===== src/rtl/ssr_gearbox_pkg.sv =====
// Shared constants and types for the SSR6 -> SSR4 gearbox.
package ssr_gearbox_pkg;

  localparam int unsigned NPHASE  = 3;
  localparam int unsigned SSR_IN  = 6;
  localparam int unsigned SSR_OUT = 4;

  typedef logic [1:0] phase_t;

  localparam phase_t PH0     = 2'd0;
  localparam phase_t PH1     = 2'd1;
  localparam phase_t PH_LAST = phase_t'(NPHASE - 1);

  localparam int unsigned ERR_CE    = 0;
  localparam int unsigned ERR_PHASE = 1;

endpackage


===== src/rtl/sat_trunc.sv =====
// Single-sample saturator from INBITS to OUTBITS (two's complement), purely combinational.
module sat_trunc #(
  parameter int unsigned INBITS  = 13,
  parameter int unsigned OUTBITS = 12
) (
  input  logic [INBITS-1:0]  din_i,
  output logic [OUTBITS-1:0] dout_o
);

  if (OUTBITS < INBITS) begin : g_sat
    logic [INBITS-OUTBITS:0] top_bits;
    logic                    ovf;

    // Overflow when the bits that must all match the sign disagree.
    assign top_bits = din_i[INBITS-1:OUTBITS-1];
    assign ovf      = !((&top_bits) || !(|top_bits));
    assign dout_o   = ovf ? {din_i[INBITS-1], {(OUTBITS-1){~din_i[INBITS-1]}}}
                          : din_i[OUTBITS-1:0];
  end else begin : g_pass
    assign dout_o = din_i[OUTBITS-1:0];
  end

endmodule


===== src/rtl/ssr6_to_ssr4_gearbox.sv =====
// Re-packs 6-sample words arriving on phases 0/1 of a 3-clock frame into a
// continuous 4-sample-per-clock stream, with optional saturation and checking.
module ssr6_to_ssr4_gearbox
  import ssr_gearbox_pkg::*;
#(
  parameter int unsigned INBITS  = 13,
  parameter int unsigned OUTBITS = 12,
  parameter string       CHECK   = "TRUE"
) (
  input  logic                        clk_i,
  input  logic                        rst_i,
  input  logic                        clk_phase_i,
  input  logic                        ce_i,
  input  logic [SSR_IN*INBITS-1:0]    dat_i,
  output logic [SSR_OUT*OUTBITS-1:0]  dat_o,
  output logic                        valid_o,
  output logic [1:0]                  err_o
);

  logic [SSR_IN-1:0][OUTBITS-1:0]  sat_c;
  phase_t                          ph_c, ph_q, ph_d;
  logic                            active_c;
  logic                            locked_q, locked_d;
  // Only the samples that outlive their input clock are held.
  logic [1:0][OUTBITS-1:0]         hold_a_q, hold_a_d;
  logic [3:0][OUTBITS-1:0]         hold_b_q, hold_b_d;
  logic [SSR_OUT-1:0][OUTBITS-1:0] dat_q, dat_d;
  logic                            valid_q, valid_d;
  logic [1:0]                      err_q;

  for (genvar i = 0; i < int'(SSR_IN); i++) begin : g_sat
    sat_trunc #(
      .INBITS  (INBITS),
      .OUTBITS (OUTBITS)
    ) u_sat (
      .din_i  (dat_i[i*INBITS +: INBITS]),
      .dout_o (sat_c[i])
    );
  end

  // Phase tracking, capture and output selection.
  always_comb begin
    ph_c     = clk_phase_i ? PH0 : ph_q;
    ph_d     = (ph_c == PH_LAST) ? PH0 : phase_t'(ph_c + 2'd1);
    active_c = locked_q | clk_phase_i;
    locked_d = locked_q | clk_phase_i;
    hold_a_d = hold_a_q;
    hold_b_d = hold_b_q;
    dat_d    = dat_q;
    valid_d  = valid_q;
    if (active_c) begin
      case (ph_c)
        PH0: begin
          hold_a_d = sat_c[5:4];
          dat_d    = sat_c[3:0];
          valid_d  = 1'b1;
        end
        PH1: begin
          hold_b_d = sat_c[5:2];
          dat_d    = {sat_c[1], sat_c[0], hold_a_q[1], hold_a_q[0]};
        end
        default: dat_d = hold_b_q;
      endcase
    end
  end

  always_ff @(posedge clk_i) begin
    if (rst_i) begin
      ph_q     <= PH0;
      locked_q <= 1'b0;
      hold_a_q <= '0;
      hold_b_q <= '0;
      dat_q    <= '0;
      valid_q  <= 1'b0;
    end else begin
      ph_q     <= ph_d;
      locked_q <= locked_d;
      hold_a_q <= hold_a_d;
      hold_b_q <= hold_b_d;
      dat_q    <= dat_d;
      valid_q  <= valid_d;
    end
  end

  if (CHECK == "TRUE") begin : g_chk
    logic [1:0] err_d;

    // Sticky CE-pattern and phase-slip flags, armed once locked.
    always_comb begin
      err_d = err_q;
      if (locked_q) begin
        if (clk_phase_i && (ph_q != PH0)) err_d[ERR_PHASE] = 1'b1;
        if (ce_i == (ph_c == PH_LAST))    err_d[ERR_CE]    = 1'b1;
      end
    end

    always_ff @(posedge clk_i) begin
      if (rst_i) err_q <= '0;
      else       err_q <= err_d;
    end
  end else begin : g_nochk
    assign err_q = '0;
  end

  assign dat_o   = dat_q;
  assign valid_o = valid_q;
  assign err_o   = err_q;

endmodule


===== config.mk =====
export PLATFORM = sky130hd
export DESIGN_NAME = ssr6_to_ssr4_gearbox
export DESIGN_NICKNAME = d
export VERILOG_FILES = /design/src/rtl/ssr_gearbox_pkg.sv /design/src/rtl/sat_trunc.sv /design/src/rtl/ssr6_to_ssr4_gearbox.sv
export SDC_FILE = /design/constraint.sdc
export NUM_CORES = 1
export LEC_CHECK = 0
export BUFFER_PORTS_ARGS = -buffer_cell sky130_fd_sc_hd__buf_2
export CAP_MARGIN = 20
export CORE_MARGIN = 2
export CORE_UTILIZATION = 30
export CTS_BUF_LIST = sky130_fd_sc_hd__clkbuf_16
export DETAILED_ROUTE_END_ITERATION = 10
export SKIP_LAST_GASP = 1
export SLEW_MARGIN = 20
export SYNTH_ARGS = -nofsm -noshare
export SYNTH_HDL_FRONTEND = slang
export SYNTH_SLANG_ARGS = --single-unit

===== constraint.sdc =====
create_clock -name clk_i -period 2.2 [get_ports clk_i]
set_input_delay 0.11 -clock clk_i [delete_from_list [all_inputs] [get_ports clk_i]]
set_output_delay 0.11 -clock clk_i [all_outputs]
set_load 0.01 [all_outputs]

==> summary.txt <==
Status
  – Status: completed

Worst setup path
  – Critical path endpoint category: register
  – Max stage delay on crit path: about 450 ps
  – WP data required: roughly 2500 ps
  – Startpoint types: register
  – CP arrival: 2220 ps
  – Start-to-end type of the worst setup path: reg2reg
  – Max FO, Critical Path: 24
  – Cell with the largest stage delay on the worst path: o21a_2
  – Cell breakdown of the critical path: nor2b_1, ha_1, o21a_2, o21ai_0, a311oi_2

Routing
  – Amount of wire on met2 after detailed routing: approximately 7.2 mm
  – Wire per inst: 16.4 um
  – Antenna violation net count after detailed routing: 0
  – Wire length on met1: 9.23 mm
  – Total number of vias: 5275
  – Vias per cell: 4.88
  – Initial drt markers: 506
  – Routed wl met3: 971 um
  – Final routed wirelength across all metal layers: 17.7 mm
  – Top sig layer: met4
  – Detailed-router iteration count before antenna repair: 4
  – Remaining DRCs: 0

Cells and area
  – Fraction of layout instances using a drive strength above 1: 0.330
  – FILL cells: approximately 2100
  – Final Instance Count excl. Fillers: 1082
  – Most frequent cells in the layout: nor2_1, buf_2, dfxtp_1
  – Growth of design area from synthesis to finish: 22.3%
  – Post-layout util: 0.377
  – Most common cell after layout, fill and taps aside: nor2_1
  – Total inserted antenna cells: 0
  – Net total in the final layout: approximately 900

Global route
  – Total overflow reported by the global router: 0
  – Initial antenna violation count: 1
  – Via count of the first global-routing pass: 5089
  – Wire length of the first global-routing pass: 28.0 mm
  – Overall routing resource usage: 0.161
  – Largest net degree at the start of global routing: 73

Floorplan
  – Top-level I/O count: 133
  – CORE AREA: 0.0204 mm2
  – Number of placement rows: 52
  – Die height: ~150 um
  – Horiz. Die Dim: roughly 150 um
  – Effective utilization at floorplan: 0.308
  – Area of the die: 0.0222 mm2

Clock tree
  – CTS tree: built
  – Latest clock arrival within the worst-skew pair: 410 ps
  – Cts bufs inserted: 17
  – Number of hold buffers added after CTS: 0
  – Deepest clock path buffer count: 2
  – H-Tree Depth: 4
  – CTS sink cnt: 126
  – Setup bufs post-CTS: 0
  – Root buffer selected by CTS: clkbuf_16
  – CTS-repair resized insts: 0
  – Clock-pin slew on the worst setup and hold paths: 60 ps

Timing
  – Shortest period the worst path allows: ~1900 ps
  – Clock Skew: 7.55 ps
  – Number of endpoints with negative hold slack in the final report: 0
  – Setup slack of the critical path after layout: 299 ps
  – # setup viols final: 0
  – Final worst-path cycle share: 0.864
  – Worst Tran Pin Value: 495 ps
  – Count of pins over their slew limit: 0
  – Tightest slew margin relative to the limit: 0.670
  – Upper clock frequency limit: 526 MHz
  – Setup TNS: 0 ps
  – RSZ-0062 raised after global routing: false

Yosys
  – Share of synthesized area occupied by flip-flops and latches: 0.401
  – Seq cells post-synth: 126
  – Cell taking the most area after synthesis: dfxtp_1
  – Synthesized netlist cell count: 699
  – Top cell type's share of synthesized area: 0.401
  – Count of synthesis-stage warnings from yosys: 0
  – Largest cells by area after synthesis: dfxtp_1, a311oi_2, nor2_1, a211oi_2, o21ai_0
  – Yosys cell types: 29
  – Mapped Avg Cell Area: 9.01 um2
  – Mapped Area: 0.00630 mm2
  – Total nets after synthesis: 797

Min path
  – Tightest Hold Check Type: in2reg

Run
  – Number of violations of the max-capacitance limit: 0

Placed design
  – Final estimated routing congestion in global placement: about 0.8
  – Dpl ws: 343 ps
  – Post-placement cell count: 1050
  – Post-detailed-placement half-perimeter wirelength: around 13 mm
  – Number of input and output port buffers inserted: 132

Pwr
  – Power Density: 850 mW/mm2
  – Worst-case vdd ir drop: 520 uV
  – Static leakage: 2.94 nW
## per-stage QoR
stage	hold WS [ps]	power, W	cell area, um2
6_report	26.8	0.00655	7700
5_1_grt	59.2	0.00687	7700
4_1_cts	16.4	0.00660	7700
3_5_place_dp	442	0.00389	7130
3_3_place_gp	423	0.00387	7130
2_1_floorplan	282	0.00350	6300
## synth_stat cells (all sizes together)
cell and n:
o21ai 70, nand2b 3, a21oi 48, o21a 3, nor2 158, nand3 2, nor3 2, inv 9
o211ai 1, xnor2 1, ha 16, and2 43, or2 1, nor2b 1, a22oi 24, buf 44
clkbuf 27, a211oi 72, dfxtp 126, a311oi 48
## final timing paths
| kind | startpoint | end | slack (ps) | cells after the start |
|---|---|---|---|---|
| worst max-delay path | ph_q[0]$_SDFF_PP0_ | dat_o[32]$_SDFFE_PP0N_ | 300 | 5 |
| worst min-delay path | clk_phase_i | locked_q$_SDFF_PP0_ | 30 | 3 |
| worst max register to register | ph_q[0]$_SDFF_PP0_ | dat_o[32]$_SDFFE_PP0N_ | 300 | 5 |
| worst min register to register | err_o[1]$_SDFFE_PP0P_ | err_o[1]$_SDFFE_PP0P_ | 450 | 2 |
## worst max-delay path, delay by kind of cell, from the launching register on
kind                       cells  cell delay, ps
adders and majority gates      1             290
and+or+nand+nor                1             270
AOI/OAI and AO/OA              3             910
DFF                            1             330
## area by class of cell
cell class                 instances  area, um2  area share
multi-input combinational        493       3350       0.435
sequential                       126       2520       0.328
timing repair buffer             152        880       0.114
clock buffer                      17        425      0.0552
tap                              270        338      0.0439
clock inverter                    15        149      0.0193
inverter                           9       33.8     0.00439
## registers in the layout (all words and copies together), names as in the netlist
register,flops
dat_o,48
hold_b_q,48
hold_a_q,24
err_o,2
ph_q,2
locked_q,1
valid_o,1
## power by group
group / switching (W) / internal, W
logic: 0.000735 / 0.000483
registers: 0.000124 / 0.00249
clock network: 0.00105 / 0.00166
total: 0.00191 / 0.00463
## kinds of logic (layout without fill, tap and decap cells)
| kind of cell | count (synthesis) | in the layout | synth area share |
|---|---|---|---|
| DFF | 126 | 126 | 0.401 |
| buffers and inverters | 80 | 193 | 0.0680 |
| xor gates and xnor gates | 1 | 1 | 0.00139 |
| and+or+nand+nor | 210 | 210 | 0.147 |
| adders and majority gates | 16 | 16 | 0.0318 |
| AOI/OAI and AO/OA | 266 | 266 | 0.352 |
## metal layers
layer / track usage / vias to the layer above
met5: 0 / -
met4: 0.0576 / 0
met3: 0.0391 / 19
met2: 0.217 / 145
met1: 0.245 / 2385
li1: - / 2726
Power figures use the tool's default switching activity.
